## config.mk

```make
export PLATFORM = sky130hd
export DESIGN_NAME = i2s_tx
export DESIGN_NICKNAME = d
export VERILOG_FILES = /design/src/rtl/i2s_pkg.sv /design/src/rtl/i2s_sclk_gen.sv /design/src/rtl/i2s_tx.sv
export SDC_FILE = /design/constraint.sdc
export NUM_CORES = 1
export LEC_CHECK = 0
export BUFFER_PORTS_ARGS = -buffer_cell sky130_fd_sc_hd__buf_4
export CAP_MARGIN = 20
export CELL_PAD_IN_SITES_DETAIL_PLACEMENT = 1
export CELL_PAD_IN_SITES_GLOBAL_PLACEMENT = 2
export CORE_ASPECT_RATIO = 0.7
export CORE_UTILIZATION = 35
export CTS_CLUSTER_SIZE = 20
export DETAILED_ROUTE_END_ITERATION = 8
export PLACE_DENSITY_LB_ADDON = 0.12
export SLEW_MARGIN = 20
export SYNTH_ARGS = -nofsm -noshare
export SYNTH_HDL_FRONTEND = slang
export SYNTH_HIERARCHICAL = 1
export SYNTH_SLANG_ARGS = --single-unit
```

## constraint.sdc

```tcl
create_clock -name clk -period 6.62 [get_ports clk]
set_clock_uncertainty 0.15 [all_clocks]
set_input_delay 0 -clock clk [delete_from_list [all_inputs] [get_ports clk]]
set_output_delay 0 -clock clk [all_outputs]
set_load 0.05 [all_outputs]
```

## src/rtl/i2s_pkg.sv

```systemverilog
// i2s_pkg: shared defaults and channel encoding for the I2S transmitter
package i2s_pkg;
  localparam int DATA_W_DEF = 16;
  localparam int CNT_W_DEF = 16;
  localparam logic CH_LEFT = 1'b0;
  localparam logic CH_RIGHT = 1'b1;
endpackage

```

## src/rtl/i2s_sclk_gen.sv

```systemverilog
// i2s_sclk_gen: divides mclk rising edges into sclk, realigned to 0 on every lrck edge
module i2s_sclk_gen #(
  parameter int SCLK_HALF = 1
) (
  input  logic clk,
  input  logic rst,
  input  logic mclk_rise,
  input  logic lrck_edge,
  output logic sclk,
  output logic sclk_fall
);
  localparam int W = SCLK_HALF > 1 ? $clog2(SCLK_HALF) : 1;
  logic [W-1:0] cnt;
  logic wrap;
  assign wrap = mclk_rise && (cnt == W'(SCLK_HALF - 1));
  // a forced realignment to 0 is a frame reload, not a shift slot
  assign sclk_fall = wrap && sclk && !lrck_edge;
  always_ff @(posedge clk or negedge rst)
    if (!rst) begin
      cnt <= '0;
      sclk <= 1'b0;
    end else if (lrck_edge) begin
      cnt <= '0;
      sclk <= 1'b0;
    end else if (wrap) begin
      cnt <= '0;
      sclk <= ~sclk;
    end else if (mclk_rise) begin
      cnt <= cnt + 1'b1;
    end
endmodule

```

## src/rtl/i2s_tx.sv

```systemverilog
// i2s_tx: stereo I2S serialiser with a one-pair input buffer and underrun tracking
module i2s_tx
  import i2s_pkg::*;
#(
  parameter int DATA_W = DATA_W_DEF,
  parameter int SCLK_HALF = 1,
  parameter int CNT_W = CNT_W_DEF
) (
  input  logic              clk,
  input  logic              rst,
  input  logic              mclk,
  input  logic              lrck,
  input  logic              in_valid,
  output logic              in_ready,
  input  logic [DATA_W-1:0] in_left,
  input  logic [DATA_W-1:0] in_right,
  output logic              sclk,
  output logic              lrck_out,
  output logic              sdata,
  output logic              underrun,
  output logic [CNT_W-1:0]  underrun_cnt
);
  localparam int BW = $clog2(DATA_W + 1);
  logic mclk_q, lrck_q, full, sclk_fall, more;
  logic mclk_rise, lrck_fall, lrck_rise, lrck_edge, accept;
  logic [DATA_W-1:0] buf_l, buf_r, shifter, right_stage;
  logic [BW-1:0] bit_cnt;
  assign mclk_rise = mclk & ~mclk_q;
  assign lrck_fall = (lrck == CH_LEFT) && (lrck_q == CH_RIGHT);
  assign lrck_rise = (lrck == CH_RIGHT) && (lrck_q == CH_LEFT);
  assign lrck_edge = lrck_fall | lrck_rise;
  assign in_ready = ~full;
  assign accept = in_valid & in_ready;
  assign lrck_out = lrck_q;
  assign more = bit_cnt < BW'(DATA_W);
  i2s_sclk_gen #(.SCLK_HALF(SCLK_HALF)) u_sclk (
    .clk(clk),
    .rst(rst),
    .mclk_rise(mclk_rise),
    .lrck_edge(lrck_edge),
    .sclk(sclk),
    .sclk_fall(sclk_fall)
  );
  always_ff @(posedge clk or negedge rst)
    if (!rst) begin
      mclk_q <= 1'b0;
      lrck_q <= 1'b0;
      full <= 1'b0;
      buf_l <= '0;
      buf_r <= '0;
      shifter <= '0;
      right_stage <= '0;
      bit_cnt <= '0;
      sdata <= 1'b0;
      underrun <= 1'b0;
      underrun_cnt <= '0;
    end else begin
      mclk_q <= mclk;
      lrck_q <= lrck;
      if (accept) begin
        buf_l <= in_left;
        buf_r <= in_right;
      end
      // an accept on an empty frame start refills the buffer for the next frame
      full <= accept | (full & ~lrck_fall);
      underrun <= lrck_fall & ~full;
      if (lrck_fall & ~full & ~&underrun_cnt) underrun_cnt <= underrun_cnt + 1'b1;
      if (lrck_fall) begin
        shifter <= full ? buf_l : '0;
        right_stage <= full ? buf_r : '0;
      end else if (lrck_rise) begin
        shifter <= right_stage;
      end else if (sclk_fall && more) begin
        shifter <= {shifter[DATA_W-2:0], 1'b0};
      end
      if (lrck_edge) begin
        bit_cnt <= '0;
        sdata <= 1'b0;
      end else if (sclk_fall) begin
        sdata <= more & shifter[DATA_W-1];
        bit_cnt <= bit_cnt + BW'(more);
      end
    end
endmodule

```

Word-level counts from Yosys, hierarchy flattened:

Cells that the tools add are included.
Widths: inputs -> output; s select.

* reduce and logical (&&, ||, !) cells: 13
* mux-type cells: 14
* $lt $le $gt $ge: 1
* bitwise logic cells: 15
* add/sub/neg operators: 3

Operators by type and width (count)
* $mux 16: 5
* $add 16x1->16 const B: 1
* $reduce_and 16->1: 1
* $mux 5: 2
* $mux 1: 7
* $not 1->1: 7
* $and 1x1->1: 6
* $logic_and 1x1->1: 6
* $reduce_bool 3->1: 2
* $add 5x1->5: 1
* $lt 5x5->1 const B: 1
* $reduce_bool 2->1: 2
* $logic_not 1->1: 2
* $or 1x1->1: 2
* $add 1x1->1 const B: 1

* flip-flop bits (word level): 92
* word-level logic and storage cells: 59
* output and inout port bits: 21

Longest topological paths before layout:

Gate-level depths: netlist (run 1).

* word-level depth: 9
* gate-level depth with buffers: 10
* mapped depth without buffers: 8

Hierarchy:

Netlist (run 1), hierarchy kept.

By module, submodules not included
* i2s_tx: sequential area each 2252.2 um^2, times used 1, area an instance 3867.5 um^2, cells an instance 317
* i2s_sclk_gen: sequential area each 50.0 um^2, times used 1, area an instance 103.8 um^2, cells an instance 8

Worst setup path before layout (run 1):

Ideal clock, no wire load.

* path kind: register to register
* start: reg lrck_q (netlist: lrck_out)
* end: reg shifter[10]
* slack: 4194 ps
* arrival time: 2141 ps
* cell stages (with the launch flop): 10
* library setup time: 135 ps
* path through: dfrtp_1 ha_1 clkinv_1 nor2b_1 and2_2 clkbuf_1 a21oi_1 clkbuf_1 nand2_1 o21ai_0

* word-level cells in the longest chain between the ends: 7
* elaborated cells on any way between the ends: 10
* classes of those cells: mux (2); bitwise (2); reduce/logical (6)

RTL lines
* start, declared: RTL line i2s_tx.sv:24 `logic mclk_q, lrck_q, full, sclk_fall, more;`
* start signal, assigned: RTL line i2s_tx.sv:59 `lrck_q <= lrck;`
* $not 1->1: RTL line i2s_tx.sv:30 `assign lrck_rise = (lrck == CH_RIGHT) && (lrck_q == CH_LEFT);`
* $logic_and 1x1->1: RTL line i2s_tx.sv:30
* $or 1x1->1 *: RTL line i2s_tx.sv:31 `assign lrck_edge = lrck_fall | lrck_rise;`
* via lrck_edge: RTL line i2s_tx.sv:25 `logic mclk_rise, lrck_fall, lrck_rise, lrck_edge, accept;`
* $logic_not 1->1 *: RTL line i2s_sclk_gen.sv:17 `assign sclk_fall = wrap && sclk && !lrck_edge;`
* $logic_and 1x1->1 *: RTL line i2s_sclk_gen.sv:17
* via sclk_fall: RTL line i2s_tx.sv:24
* $logic_and 1x1->1 *: RTL line i2s_tx.sv:73 `end else if (sclk_fall && more) begin`
* $reduce_bool 3->1 (no line) *
* end signal, assigned: RTL line i2s_tx.sv:69 `shifter <= full ? buf_l : '0;`
* end signal, assigned: RTL line i2s_tx.sv:72 `shifter <= right_stage;`
* end signal, assigned: RTL line i2s_tx.sv:74 `shifter <= {shifter[DATA_W-2:0], 1'b0};`
* end, declared: RTL line i2s_tx.sv:26 `logic [DATA_W-1:0] buf_l, buf_r, shifter, right_stage;`

The timed path passes the listed nets; every way through them passes the cells marked *.
A chain may end at the register's enable or synchronous reset.

Worst setup path in the final report (run 1):

* start: in lrck
* end: reg underrun_cnt[12]

* word-level cells in the longest chain between the ends: 4

RTL lines
* start, declared: RTL line i2s_tx.sv:12 `input logic lrck,`
* $not 1->1: RTL line i2s_tx.sv:29 `assign lrck_fall = (lrck == CH_LEFT) && (lrck_q == CH_RIGHT);`
* $logic_and 1x1->1: RTL line i2s_tx.sv:29
* via lrck_fall: RTL line i2s_tx.sv:25
* $and 1x1->1 (2 in a row): RTL line i2s_tx.sv:67 `if (lrck_fall & ~full & ~&underrun_cnt) underrun_cnt <= underrun_cnt + 1'b1;`
* end signal, assigned: RTL line i2s_tx.sv:67
* end, declared: RTL line i2s_tx.sv:21 `output logic [CNT_W-1:0] underrun_cnt`

The timed path passes the listed nets, and every way through them passes these cells.

==> flow_summary.html, run 1 <==
<table>
<tr><th>Metric</th><th>Value</th></tr>
<tr><th colspan="2">Synthesis</th></tr>
<tr><td>Mapped cell area</td><td>3970 um2</td></tr>
<tr><td>Yosys warns</td><td>6</td></tr>
<tr><td>Yosys cell types</td><td>43</td></tr>
<tr><td>Share of the synthesized area in the top cell type</td><td>0.580</td></tr>
<tr><td>Flops &amp; latches, synth</td><td>92</td></tr>
<tr><td>Flip-flop cell with the highest count after synthesis</td><td>dfrtp_1</td></tr>
<tr><td>Cell count after synthesis</td><td>325</td></tr>
<tr><td>Proportion of synthesized chip area in sequential cells</td><td>0.580</td></tr>
<tr><td>Average cell area after synthesis</td><td>12.2 um2</td></tr>
<tr><td>Async set-or-reset flop fraction in the synthesized netlist</td><td>1.00</td></tr>
<tr><td>EDFF count, synth</td><td>0</td></tr>
<tr><td>Library cell with the largest summed area after synthesis</td><td>dfrtp_1</td></tr>
<tr><td>Top post-synthesis cells by area</td><td>dfrtp_1 58%, mux2_2 9.6%, mux2i_1 4.3%</td></tr>
<tr><td>Net count after synthesis</td><td>367</td></tr>
<tr><th colspan="2">Drt</th></tr>
<tr><td>DRC viols</td><td>0</td></tr>
<tr><td>Via/cell ratio</td><td>4.83</td></tr>
<tr><td>Detailed-router iteration count before antenna repair</td><td>6</td></tr>
<tr><td>Overall routed net length</td><td>8960 um</td></tr>
<tr><td>Post-route ant nets</td><td>0</td></tr>
<tr><td>Vias</td><td>2769</td></tr>
<tr><td>Average detailed-routed wire length per instance</td><td>15.6 um</td></tr>
<tr><td>Number of violations reported at the end of detailed-routing iteration 0</td><td>92</td></tr>
<tr><th colspan="2">Timing</th></tr>
<tr><td>Maximum achievable frequency</td><td>349 MHz</td></tr>
<tr><td>Final setup TNS</td><td>0 ps</td></tr>
<tr><td>Endpoints failing hold</td><td>0</td></tr>
<tr><td>Number of setup violations in the final report</td><td>0</td></tr>
<tr><td>Part of the cycle the worst path needs</td><td>0.433</td></tr>
<tr><td>Max-slew headroom</td><td>0.346</td></tr>
<tr><td>Hold WS</td><td>59.1 ps</td></tr>
<tr><td>Pins Over Slew Limit</td><td>0</td></tr>
<tr><td>Clock period minus worst slack</td><td>2870 ps</td></tr>
<tr><td>Unrepaired setup endpoints after global routing</td><td>no</td></tr>
<tr><td>Worst Setup Slack, final</td><td>3750 ps</td></tr>
<tr><td>Actual transition at the worst max-transition pin</td><td>981 ps</td></tr>
<tr><th colspan="2">Placed design</th></tr>
<tr><td>Count of input and output buffers</td><td>57</td></tr>
<tr><td>Half-perimeter wire length after placement</td><td>5570 um</td></tr>
<tr><td>Post-Place Worst Slack</td><td>3820 ps</td></tr>
<tr><td>Placed cell count</td><td>520</td></tr>
<tr><td>Placer's final routability congestion estimate</td><td>0.689</td></tr>
<tr><td>Total placed instance area</td><td>4540 um2</td></tr>
<tr><th colspan="2">Run status</th></tr>
<tr><td>Run status</td><td>finished, final reports clean</td></tr>
<tr><th colspan="2">Worst setup path</th></tr>
<tr><td>Reg2Reg Launch Point</td><td>lrck_out</td></tr>
<tr><td>Crit path required time</td><td>6690 ps</td></tr>
<tr><td>Critical path buffers and inverters</td><td>4</td></tr>
<tr><td>CP Max Fanout</td><td>21</td></tr>
<tr><td>Critical path capture point type</td><td>flip-flop</td></tr>
<tr><td>Critical path startpoint category</td><td>primary input</td></tr>
<tr><td>R2r worst-path depth</td><td>5</td></tr>
<tr><td>Worst stage delay on the critical path</td><td>650 ps</td></tr>
<tr><td>Crit-path slowest cell</td><td>ha_1</td></tr>
<tr><td>Destination of the worst register-to-register timing path</td><td>underrun_cnt[12]</td></tr>
<tr><td>Setup slack of the worst register-to-register path</td><td>3770 ps</td></tr>
<tr><td>Cell Chain, Critical Path</td><td>dlygate4sd3_1, buf_4, inv_1, ha_1, inv_2, or3_4, nor3_1, mux2_2</td></tr>
<tr><td>Arrival time worst endpoint</td><td>2940 ps</td></tr>
<tr><td>CP Class</td><td>primary input to flip-flop</td></tr>
<tr><td>Kind of cell adding the most delay to the critical path</td><td>buffers and inverters</td></tr>
<tr><th colspan="2">Final layout</th></tr>
<tr><td>Fraction of final layout cells sized beyond drive strength 1</td><td>0.293</td></tr>
<tr><td>Post-layout instance area</td><td>5260 um2</td></tr>
<tr><td>Net count, final</td><td>457</td></tr>
<tr><td>Number of standard cells in the layout, taps in and fillers out</td><td>573</td></tr>
<tr><td>Growth of design area from synthesis to finish</td><td>32.4%</td></tr>
<tr><td>Post-layout utilization of the core</td><td>0.478</td></tr>
<tr><td>Number of antenna diodes</td><td>0</td></tr>
<tr><th colspan="2">Clock network</th></tr>
<tr><td>Worst skew pair latency</td><td>340 ps</td></tr>
<tr><td>Longest Clk Path Bufs</td><td>2</td></tr>
<tr><td>Total clock sinks</td><td>92</td></tr>
<tr><td>Clock buffers created by TritonCTS</td><td>9</td></tr>
<tr><td>CTS root buffer</td><td>clkbuf_16</td></tr>
<tr><td>CTS tree</td><td>yes</td></tr>
<tr><td>Clock Pin Slew Worst Setup and Hold Paths</td><td>60 ps</td></tr>
<tr><td>Maximum level of the CTS H-tree</td><td>3</td></tr>
<tr><td>Post-CTS Repair Setup Buffers</td><td>0</td></tr>
<tr><th colspan="2">Global route</th></tr>
<tr><td>Gr ovfl total</td><td>0</td></tr>
<tr><td>Wire length of the first global-routing pass</td><td>15400 um</td></tr>
<tr><td>Global-route usage over all layers</td><td>0.171</td></tr>
<tr><td>Number of global-route vias before repair</td><td>2978</td></tr>
<tr><td>Pin count of the biggest net entering global routing</td><td>78</td></tr>
<tr><td>Antenna violations before repair</td><td>0</td></tr>
<tr><th colspan="2">Floorplanning</th></tr>
<tr><td>Die width</td><td>129 um</td></tr>
<tr><td>Count of pins on the block boundary</td><td>58</td></tr>
<tr><td>Die Height</td><td>91.1 um</td></tr>
<tr><td>Floorplan die area</td><td>11800 um2</td></tr>
<tr><td>Standard-cell rows</td><td>32</td></tr>
<tr><td>Core area</td><td>11000 um2</td></tr>
<tr><td>Starting density of the core</td><td>0.361</td></tr>
<tr><th colspan="2">Power and ir drop</th></tr>
<tr><td>Fraction of power spent switching nets</td><td>0.285</td></tr>
<tr><td>Power Internal</td><td>1.26 mW</td></tr>
<tr><td>Leakage</td><td>2.43 nW</td></tr>
<tr><td>Design Power</td><td>1.76 mW</td></tr>
<tr><td>Peak VDD IR</td><td>0.144 mV</td></tr>
<tr><td>Gate power share</td><td>0.215</td></tr>
<tr><td>Proportion of power drawn by flip-flops and latches</td><td>0.466</td></tr>
<tr><td>Power density relative to cell area</td><td>334 nW/um2</td></tr>
<tr><td>Switching power</td><td>0.501 mW</td></tr>
<tr><td>Clock Power Share</td><td>0.320</td></tr>
<tr><th colspan="2">Min path</th></tr>
<tr><td>Class of the most critical hold timing path</td><td>primary input to async pin</td></tr>
<tr><th colspan="2">Flow run</th></tr>
<tr><td>Max Cap Violations</td><td>0</td></tr>
</table>
synthesized netlist by cell type, types with 2 or more instances:
master and count:
a21oi_1 17, a22o_1 16, a31oi_1 2, buf_2 5
clkbuf_1 10, dfrtp_1 92, ha_1 5, inv_1 4
mux2_2 34, mux2_4 2, mux2i_1 17, nand2_1 23
nand4_1 7, nor2_1 23, nor2b_1 3, nor3_1 7
nor4_1 3, o21ai_0 17, xor2_1 14
power by group through the flow:
| stage | Clock (mW) | Combinational [mW] | Sequential (mW) |
|---|---|---|---|
| CTS | 0.581 | 0.382 | 0.820 |
| finish | 0.561 | 0.377 | 0.818 |
| detailed placement | 0 | 0.363 | 0.829 |
| global route | 0.601 | 0.419 | 0.839 |
| global placement | 0 | 0.354 | 0.825 |
| floorplan | 0 | 0.219 | 0.840 |
kinds of logic (layout without fill, tap and decap cells):
group / after synthesis / count (layout) / synth area share
buffers and inverters: 24 / 119 / 0.0271
flip-flops: 92 / 92 / 0.580
XOR/XNOR: 15 / 15 / 0.0331
multiplexers: 53 / 53 / 0.147
AO/OA/AOI/OAI: 54 / 54 / 0.0857
AND/OR/NAND/NOR: 82 / 82 / 0.112
adder cells (fa/ha/maj): 5 / 5 / 0.0158
worst reg2reg max path: cells and delay by family (launching register included):
kind          cells  cell delay [ps]
flops             1              380
simple gates      2              780
buf+inv           1              400
fa+ha+maj         1              660
mux               1              360
flip-flops by register name, summed over array words and instances, names as in the netlist:
signal and count:
bit_cnt 5, buf_l 16, buf_r 16, full 1, lrck_out 1, mclk_q 1
right_stage 16, sdata 1, shifter 16, u_sclk/cnt 1, u_sclk/sclk 1, underrun 1
underrun_cnt 16
layout by cell type (no fill, tap or decap), types with 3 or more instances in the layout:
master	instances
a21oi_1	16
a22o_1	16
buf_4	60
clkbuf_16	9
dfrtp_1	92
dlygate4sd3_1	36
ha_1	5
inv_1	4
mux2_2	34
mux2i_1	17
nand2_1	23
nand4_1	7
nor2_1	22
nor3_1	7
nor4_1	3
o21ai_0	17
xor2_1	14
metal layers:
metal	up-vias	track usage	routed length, um
li1	1330	-	-
met3	9	0.0424	297
met2	40	0.260	4080
met1	1390	0.240	4470
met4	0	0.0500	111
met5	-	0	0
final cells by class:
| cell class | instances | area (um2) |
|---|---|---|
| Fill cell | 1142 | 5750 |
| Sequential cell | 92 | 2300 |
| Multi-Input combinational cell | 209 | 1580 |
| Timing Repair Buffer | 97 | 838 |
| Clock buffer | 13 | 260 |
| Tap cell | 153 | 191 |
| Clock inverter | 3 | 68.8 |
| Inverter | 6 | 22.5 |
repair_timing:
item,CTS,global route
hold endpoints to repair,50,0
gates resized for setup,0,0
setup endpoints to repair,0,0
hold buffers,36,0
worst max-delay path by stage:
stage / startpoint / endpoint / slack, ps / depth (start not counted)
2_1_floorplan: lrck_out / shifter[10] / 4190 / 9
3_3_place_gp: lrck_out / underrun_cnt[12] / 3890 / 5
3_5_place_dp: lrck_out / underrun_cnt[12] / 3820 / 5
4_1_cts: lrck / underrun_cnt[12] / 3730 / 8
5_1_grt: lrck / underrun_cnt[12] / 3550 / 8
6_report: lrck / underrun_cnt[12] / 3750 / 8
Power figures use the tool's default switching activity.
==> inputs of run 2 (changes only) <==
clock period = 3 ns   (was 6.62 ns; I/O delays follow)
==> run 2 against run 1 <==
Effect of this change:
- final cell count unchanged
- final area down 1.2%
- utilization down 0.58 points
- register-to-register slack worse by 3100 ps
- sequential power up 120%
- die area unchanged
- clock power up 84%
- first-iteration DRC count up 15%
- worst hold slack better by 110 ps
- non-clock buffer count up 3
- critical path depth down 1
- critical endpoint is now shifter[0]
==> flow_summary.html, run 2 (synthesis gave the netlist of run 1 again) <==
<table>
<tr><th>Metric</th><th>Value</th></tr>
<tr><th colspan="2">Global route</th></tr>
<tr><td>Antenna violations before repair</td><td>0 (unchanged)</td></tr>
<tr><td>Number of global-route vias before repair</td><td>2814 (-5.5%)</td></tr>
<tr><td>Global-route usage over all layers</td><td>0.167 (-0.00395)</td></tr>
<tr><td>Wire length of the first global-routing pass</td><td>14900 um (-3.3%)</td></tr>
<tr><td>Pin count of the biggest net entering global routing</td><td>68 (-13%)</td></tr>
<tr><td>Gr ovfl total</td><td>0 (unchanged)</td></tr>
<tr><th colspan="2">Worst setup path</th></tr>
<tr><td>Worst stage delay on the critical path</td><td>400 ps (-250 ps)</td></tr>
<tr><td>Crit-path slowest cell</td><td>dfrtp_1</td></tr>
<tr><td>Crit path required time</td><td>3070 ps (-3620 ps)</td></tr>
<tr><td>CP Max Fanout</td><td>31 (+48%)</td></tr>
<tr><td>Critical path capture point type</td><td>flip-flop</td></tr>
<tr><td>CP Class</td><td>flip-flop to flip-flop</td></tr>
<tr><td>Cell Chain, Critical Path</td><td>ha_1, clkinv_1, nor2b_1, and2_2, a21oi_2, buf_4, mux2_2</td></tr>
<tr><td>Arrival time worst endpoint</td><td>2370 ps (-570 ps)</td></tr>
<tr><td>Critical path startpoint category</td><td>flip-flop</td></tr>
<tr><th colspan="2">Power and ir drop</th></tr>
<tr><td>Leakage</td><td>2.40 nW (-0.94%)</td></tr>
<tr><td>Power density relative to cell area</td><td>708 nW/um2 (+110%)</td></tr>
<tr><td>Peak VDD IR</td><td>0.338 mV (+130%)</td></tr>
<tr><th colspan="2">Placed design</th></tr>
<tr><td>Total placed instance area</td><td>4580 um2 (+0.83%)</td></tr>
<tr><td>Placer's final routability congestion estimate</td><td>0.717 (+4.0%)</td></tr>
<tr><td>Half-perimeter wire length after placement</td><td>5840 um (+4.9%)</td></tr>
<tr><td>Count of input and output buffers</td><td>57 (unchanged)</td></tr>
<tr><th colspan="2">Min path</th></tr>
<tr><td>Class of the most critical hold timing path</td><td>primary input to async pin</td></tr>
<tr><th colspan="2">Timing</th></tr>
<tr><td>Final setup TNS</td><td>0 ps (unchanged)</td></tr>
<tr><td>Hold WS</td><td>172 ps (+113 ps)</td></tr>
<tr><td>Maximum achievable frequency</td><td>434 MHz</td></tr>
<tr><td>Endpoints failing hold</td><td>0 (unchanged)</td></tr>
<tr><td>Number of setup violations in the final report</td><td>0 (unchanged)</td></tr>
<tr><td>Part of the cycle the worst path needs</td><td>0.768</td></tr>
<tr><td>Actual transition at the worst max-transition pin</td><td>869 ps (-112 ps)</td></tr>
<tr><td>Clock period minus worst slack</td><td>2300 ps</td></tr>
<tr><td>Unrepaired setup endpoints after global routing</td><td>no</td></tr>
<tr><td>Pins Over Slew Limit</td><td>0 (unchanged)</td></tr>
<tr><td>Max-slew headroom</td><td>0.421 (+0.0748)</td></tr>
<tr><th colspan="2">Floorplanning</th></tr>
<tr><td>Count of pins on the block boundary</td><td>58 (unchanged)</td></tr>
<tr><td>Standard-cell rows</td><td>32 (unchanged)</td></tr>
<tr><td>Floorplan die area</td><td>11800 um2 (unchanged)</td></tr>
<tr><td>Core area</td><td>11000 um2 (unchanged)</td></tr>
<tr><td>Starting density of the core</td><td>0.361 (unchanged)</td></tr>
<tr><td>Die Height</td><td>91.1 um (unchanged)</td></tr>
<tr><td>Die width</td><td>129 um (unchanged)</td></tr>
<tr><th colspan="2">Clock network</th></tr>
<tr><td>Total clock sinks</td><td>92 (unchanged)</td></tr>
<tr><td>Longest Clk Path Bufs</td><td>2 (unchanged)</td></tr>
<tr><td>Clock buffers created by TritonCTS</td><td>9 (unchanged)</td></tr>
<tr><td>CTS tree</td><td>yes</td></tr>
<tr><td>CTS root buffer</td><td>clkbuf_16</td></tr>
<tr><td>Maximum level of the CTS H-tree</td><td>3 (unchanged)</td></tr>
<tr><td>CTS resizes</td><td>0 (unchanged)</td></tr>
<tr><td>Worst skew pair latency</td><td>330 ps (about the same)</td></tr>
<tr><td>Clock Pin Slew Worst Setup and Hold Paths</td><td>60 ps (about the same)</td></tr>
<tr><th colspan="2">Drt</th></tr>
<tr><td>Overall routed net length</td><td>8990 um (+0.27%)</td></tr>
<tr><td>Average detailed-routed wire length per instance</td><td>15.7 um (+0.27%)</td></tr>
<tr><td>Vias</td><td>2763 (-0.22%)</td></tr>
<tr><td>Post-route ant nets</td><td>0 (unchanged)</td></tr>
<tr><td>Via/cell ratio</td><td>4.82 (-0.22%)</td></tr>
<tr><td>Number of violations reported at the end of detailed-routing iteration 0</td><td>106 (+15%)</td></tr>
<tr><td>Detailed-router iteration count before antenna repair</td><td>6 (unchanged)</td></tr>
<tr><td>DRC viols</td><td>0 (unchanged)</td></tr>
<tr><th colspan="2">Final layout</th></tr>
<tr><td>Growth of design area from synthesis to finish</td><td>30.8%</td></tr>
<tr><td>Sequential cell area in the final layout</td><td>2300 um2 (unchanged)</td></tr>
<tr><td>Leading cell types in the layout, fill and taps excluded</td><td>92 x dfrtp_1, 65 x buf_4, 35 x dlygate4sd3_1, 34 x mux2_2, 23 x nand2_1</td></tr>
<tr><td>Net count, final</td><td>460 (+0.66%)</td></tr>
<tr><td>Most common cell after layout, fill and taps aside</td><td>dfrtp_1</td></tr>
<tr><td>Number of fill cells</td><td>1166 (+2.1%)</td></tr>
<tr><td>Fraction of final layout cells sized beyond drive strength 1</td><td>0.300 (+0.00714)</td></tr>
<tr><td>Combined area of the multi-input logic cells</td><td>1580 um2 (unchanged)</td></tr>
<tr><td>Post-layout instance area</td><td>5190 um2 (-1.2%)</td></tr>
<tr><td>Number of antenna diodes</td><td>0 (unchanged)</td></tr>
<tr><th colspan="2">Run status</th></tr>
<tr><td>Run status</td><td>finished, final reports clean</td></tr>
<tr><th colspan="2">Flow run</th></tr>
<tr><td>Max Cap Violations</td><td>0 (unchanged)</td></tr>
</table>
-- run 2: changes by cell type in the layout (fill, tap and decap cells not counted), sizes merged --
cell,change
buf,+4
dlygate4sd3,-1
bufinv,-2
clkinvlp,+1
clkbuf,-2
-- run 2: what timing repair did --
item / CTS / global route
endpoints found under the hold margin: 100 / 0
hold buffers: 35 / 0
buffers inserted: 0 / 0
-- run 2: cell type report --
type / instances / area share
multi-input combinational: 209 / 0.303
tap: 153 / 0.0368
clock buffer: 11 / 0.0487
clock inverter: 2 / 0.00241
timing repair buffer: 100 / 0.161
sequential: 92 / 0.443
inverter: 6 / 0.00434
-- run 2: final timing paths --
check	startpoint	end	depth (start not counted)	slack, ps
setup / recovery	lrck_out	shifter[0]	7	700
max in group asynchronous	rst	buf_l[12]	3	1790
min in group clk	mclk	mclk_q	2	180
setup reg to reg	lrck_out	shifter[0]	7	700
hold / removal	rst	u_sclk/cnt	2	170
hold reg to reg	shifter[9]	shifter[9]	2	330
-- run 2: power by group --
group / switching [mW] / total (mW) / internal, mW
registers: 0.238 / 1.81 / 1.57
clock network: 0.443 / 1.03 / 0.591
logic: 0.414 / 0.835 / 0.422
total: 1.09 / 3.68 / 2.58
-- run 2: layer usage --
layer / global-route usage / wire [um]
met1: 0.242 / 4560
met5: 0 / 0
met3: 0.0371 / 242
met2: 0.245 / 4130
met4: 0.0529 / 51
-- run 2: per-stage QoR --
step,power [mW],utilization,setup slack [ps],cells
global route,3.90,0.472,539,573
finish,3.68,0.472,697,573
global placement,2.61,0.416,716,525
detailed placement,2.65,0.416,696,525
CTS,3.74,0.472,679,573
floorplan,2.34,-,574,325
-- run 2: worst max-delay path: cells and delay by family (launching register included) --
kind                       cells  cell delay, ps
buffers and inverters          2             480
DFF                            1             400
muxes                          1             370
adders and majority gates      1             280
and+or+nand+nor                2             350
AOI/OAI and AO/OA              1             140
==> inputs of run 3 (changes only) <==
clock period = 2.36 ns   (was 3 ns; I/O delays follow)
==> run 3 against run 2 <==
Effect of this change:
- clock power up 42%
- sequential power rose by 27%
- utilization rose by 0.74 points
- largest power group unchanged
- highest routed layer unchanged
==> flow_summary.html, run 3 (synthesis gave the netlist of run 1 again) <==
<table>
<tr><th>Metric</th><th>Value</th></tr>
<tr><th colspan="2">Drt</th></tr>
<tr><td>Vias</td><td>2810 (+1.7%)</td></tr>
<tr><td>Average detailed-routed wire length per instance</td><td>15.6 um (-0.34%)</td></tr>
<tr><td>Number of violations reported at the end of detailed-routing iteration 0</td><td>108 (+1.9%)</td></tr>
<tr><td>DRC viols</td><td>0 (unchanged)</td></tr>
<tr><td>Via/cell ratio</td><td>4.84 (+0.47%)</td></tr>
<tr><td>Overall routed net length</td><td>9060 um (+0.88%)</td></tr>
<tr><td>Post-route ant nets</td><td>0 (unchanged)</td></tr>
<tr><td>Detailed-router iteration count before antenna repair</td><td>4 (-2)</td></tr>
<tr><th colspan="2">Global route</th></tr>
<tr><td>Most used routing layer in global routing</td><td>met2</td></tr>
<tr><td>Number of global-route vias before repair</td><td>2962 (+5.3%)</td></tr>
<tr><td>Met1 track utilization from global routing</td><td>0.243 (+0.000633)</td></tr>
<tr><td>GRT met3 Usage</td><td>0.0424 (+0.00530)</td></tr>
<tr><td>Wire length of the first global-routing pass</td><td>15500 um (+4.1%)</td></tr>
<tr><td>Global-route usage over all layers</td><td>0.173 (+0.00600)</td></tr>
<tr><td>Antenna violations before repair</td><td>0 (unchanged)</td></tr>
<tr><td>Pin count of the biggest net entering global routing</td><td>35 (-49%)</td></tr>
<tr><td>Gr ovfl total</td><td>0 (unchanged)</td></tr>
<tr><td>Met2 layer usage reported by global route</td><td>0.263 (+0.0179)</td></tr>
<tr><th colspan="2">Clock network</th></tr>
<tr><td>Maximum level of the CTS H-tree</td><td>3 (unchanged)</td></tr>
<tr><td>CTS tree</td><td>yes</td></tr>
<tr><td>Longest Clk Path Bufs</td><td>2 (unchanged)</td></tr>
<tr><td>Total clock sinks</td><td>92 (unchanged)</td></tr>
<tr><td>Clock buffers created by TritonCTS</td><td>9 (unchanged)</td></tr>
<tr><td>Worst skew pair latency</td><td>340 ps (about the same)</td></tr>
<tr><td>CTS root buffer</td><td>clkbuf_16</td></tr>
<tr><td>Clock Pin Slew Worst Setup and Hold Paths</td><td>60 ps (about the same)</td></tr>
<tr><th colspan="2">Run status</th></tr>
<tr><td>Run status</td><td>finished, final reports clean</td></tr>
<tr><th colspan="2">Timing</th></tr>
<tr><td>Final setup TNS</td><td>0 ps (unchanged)</td></tr>
<tr><td>Unrepaired setup endpoints after global routing</td><td>no</td></tr>
<tr><td>Endpoints failing hold</td><td>0 (unchanged)</td></tr>
<tr><td>Clock period minus worst slack</td><td>2020 ps</td></tr>
<tr><td>Maximum achievable frequency</td><td>494 MHz</td></tr>
<tr><td>Number of setup violations in the final report</td><td>0 (unchanged)</td></tr>
<tr><td>Max-slew headroom</td><td>0.555 (+0.134)</td></tr>
<tr><td>Pins Over Slew Limit</td><td>0 (unchanged)</td></tr>
<tr><td>Hold WS</td><td>3.96 ps (-168 ps)</td></tr>
<tr><td>Actual transition at the worst max-transition pin</td><td>662 ps (-206 ps)</td></tr>
<tr><td>Part of the cycle the worst path needs</td><td>0.857</td></tr>
<tr><th colspan="2">Final layout</th></tr>
<tr><td>Number of fill cells</td><td>1178 (+1.0%)</td></tr>
<tr><td>Number of standard cells in the layout, taps in and fillers out</td><td>580 (+1.2%)</td></tr>
<tr><td>Net count, final</td><td>464 (+0.87%)</td></tr>
<tr><td>Fraction of final layout cells sized beyond drive strength 1</td><td>0.314 (+0.0138)</td></tr>
<tr><td>Number of antenna diodes</td><td>0 (unchanged)</td></tr>
<tr><td>Growth of design area from synthesis to finish</td><td>32.9%</td></tr>
<tr><td>Leading cell types in the layout, fill and taps excluded</td><td>91 x dfrtp_1, 68 x buf_4, 35 x dlygate4sd3_1, 34 x mux2_2, 23 x nand2_1</td></tr>
<tr><td>Most common cell after layout, fill and taps aside</td><td>dfrtp_1</td></tr>
<tr><th colspan="2">Power and ir drop</th></tr>
<tr><td>Fraction of power spent switching nets</td><td>0.298 (+0.000513)</td></tr>
<tr><td>Switching power</td><td>1.44 mW (+31%)</td></tr>
<tr><td>Peak VDD IR</td><td>0.347 mV (+2.4%)</td></tr>
<tr><td>Leakage</td><td>2.44 nW (+1.6%)</td></tr>
<tr><td>Proportion of power drawn by flip-flops and latches</td><td>0.475 (-0.017)</td></tr>
<tr><td>Power density relative to cell area</td><td>915 nW/um2 (+29%)</td></tr>
<tr><td>Clock Power Share</td><td>0.302 (+0.021)</td></tr>
<tr><td>Power Internal</td><td>3.39 mW (+31%)</td></tr>
<tr><td>Gate power share</td><td>0.223 (-0.004)</td></tr>
<tr><th colspan="2">Floorplanning</th></tr>
<tr><td>Standard-cell rows</td><td>32 (unchanged)</td></tr>
<tr><td>Die Height</td><td>91.1 um (unchanged)</td></tr>
<tr><td>Die width</td><td>129 um (unchanged)</td></tr>
<tr><td>Core area</td><td>11000 um2 (unchanged)</td></tr>
<tr><td>Floorplan die area</td><td>11800 um2 (unchanged)</td></tr>
<tr><td>Starting density of the core</td><td>0.361 (unchanged)</td></tr>
<tr><td>Count of pins on the block boundary</td><td>58 (unchanged)</td></tr>
<tr><th colspan="2">Placed design</th></tr>
<tr><td>Placer's final routability congestion estimate</td><td>0.747 (+4.2%)</td></tr>
<tr><td>Half-perimeter wire length after placement</td><td>6030 um (+3.2%)</td></tr>
<tr><td>Placed cell count</td><td>529 (+0.76%)</td></tr>
<tr><td>Count of input and output buffers</td><td>57 (unchanged)</td></tr>
<tr><th colspan="2">Worst setup path</th></tr>
<tr><td>Critical path buffers and inverters</td><td>3 (+1)</td></tr>
<tr><td>CP Max Fanout</td><td>8 (-74%)</td></tr>
<tr><td>Cell Chain, Critical Path</td><td>dlygate4sd3_1, buf_4, inv_1, ha_1, and2b_1, nand4_1, nor4b_1, xor2_1</td></tr>
<tr><td>Kind of cell adding the most delay to the critical path</td><td>simple AND/OR/NAND/NOR gates</td></tr>
<tr><td>Worst stage delay on the critical path</td><td>530 ps (+130 ps)</td></tr>
<tr><td>CP Class</td><td>primary input to flip-flop</td></tr>
<tr><td>Crit path required time</td><td>2470 ps (-600 ps)</td></tr>
<tr><td>Critical path startpoint category</td><td>primary input</td></tr>
<tr><td>Arrival time worst endpoint</td><td>2140 ps (-230 ps)</td></tr>
<tr><td>Crit-path slowest cell</td><td>dlygate4sd3_1</td></tr>
<tr><td>Critical path capture point type</td><td>flip-flop</td></tr>
<tr><th colspan="2">Flow run</th></tr>
<tr><td>Max Cap Violations</td><td>0 (unchanged)</td></tr>
<tr><th colspan="2">Min path</th></tr>
<tr><td>Class of the most critical hold timing path</td><td>primary input to async pin</td></tr>
</table>
[run 3: cell types whose count changed in the layout (fill, tap and decap cells not counted)]
| cell | delta |
|---|---|
| clkinv_2 | +1 |
| buf_4 | +3 |
| clkinv_4 | +1 |
| dfrtp_1 | -1 |
| clkinvlp_4 | +1 |
| bufinv_16 | +1 |
| clkbuf_8 | -1 |
| buf_12 | +1 |
| dfrtp_2 | +1 |
[run 3: metal layers]
layer / vias up / share of wire
met5: - / 0
met4: 0 / 0.011
met3: 8 / 0.028
met2: 36 / 0.46
met1: 1425 / 0.51
li1: 1341 / -
[run 3: power by group through the flow]
stage	logic, mW	registers (mW)	clock network [mW]
finish	1.08	2.29	1.46
global route	1.19	2.36	1.56
CTS	1.10	2.30	1.50
detailed placement	1.05	2.33	0
global placement	1.01	2.31	0
floorplan	0.615	2.36	0
[run 3: final timing paths]
check,from,to,slack [ps],cells after the start
min reg2reg,shifter[13],shifter[13],330,2
max reg2reg,lrck_out,underrun_cnt[11],350,5
min in group clk,mclk,mclk_q,180,2
max,lrck,underrun_cnt[11],340,8
min,rst,buf_l[4],4,2
max in group asynchronous,rst,underrun_cnt[1],1450,3
[run 3: final cells by class]
| type | count | area (um2) | share of cell area |
|---|---|---|---|
| flip-flops and latches | 92 | 2300 | 0.437 |
| multi-input cells | 209 | 1580 | 0.299 |
| repair buffers | 104 | 881 | 0.167 |
| clock buffers | 10 | 239 | 0.0453 |
| well taps | 153 | 191 | 0.0363 |
| clock inverters | 6 | 63.8 | 0.0121 |
| inverters | 6 | 22.5 | 0.00427 |
[run 3: metrics by stage]
step,setup WS [ps],power [mW],utilization,cell area [um2]
finish,337,4.83,0.479,5280
global route,188,5.11,0.479,5280
CTS,347,4.90,0.479,5280
detailed placement,360,3.38,0.420,4620
global placement,413,3.32,0.420,4620
floorplan,37.9,2.97,-,3970
[run 3: what timing repair did]
item                      4_1_cts  5_1_grt
hold buffers                   35        0
gates resized for setup         0        0
setup buffers                   0        0
hold endpoints to repair      127        0
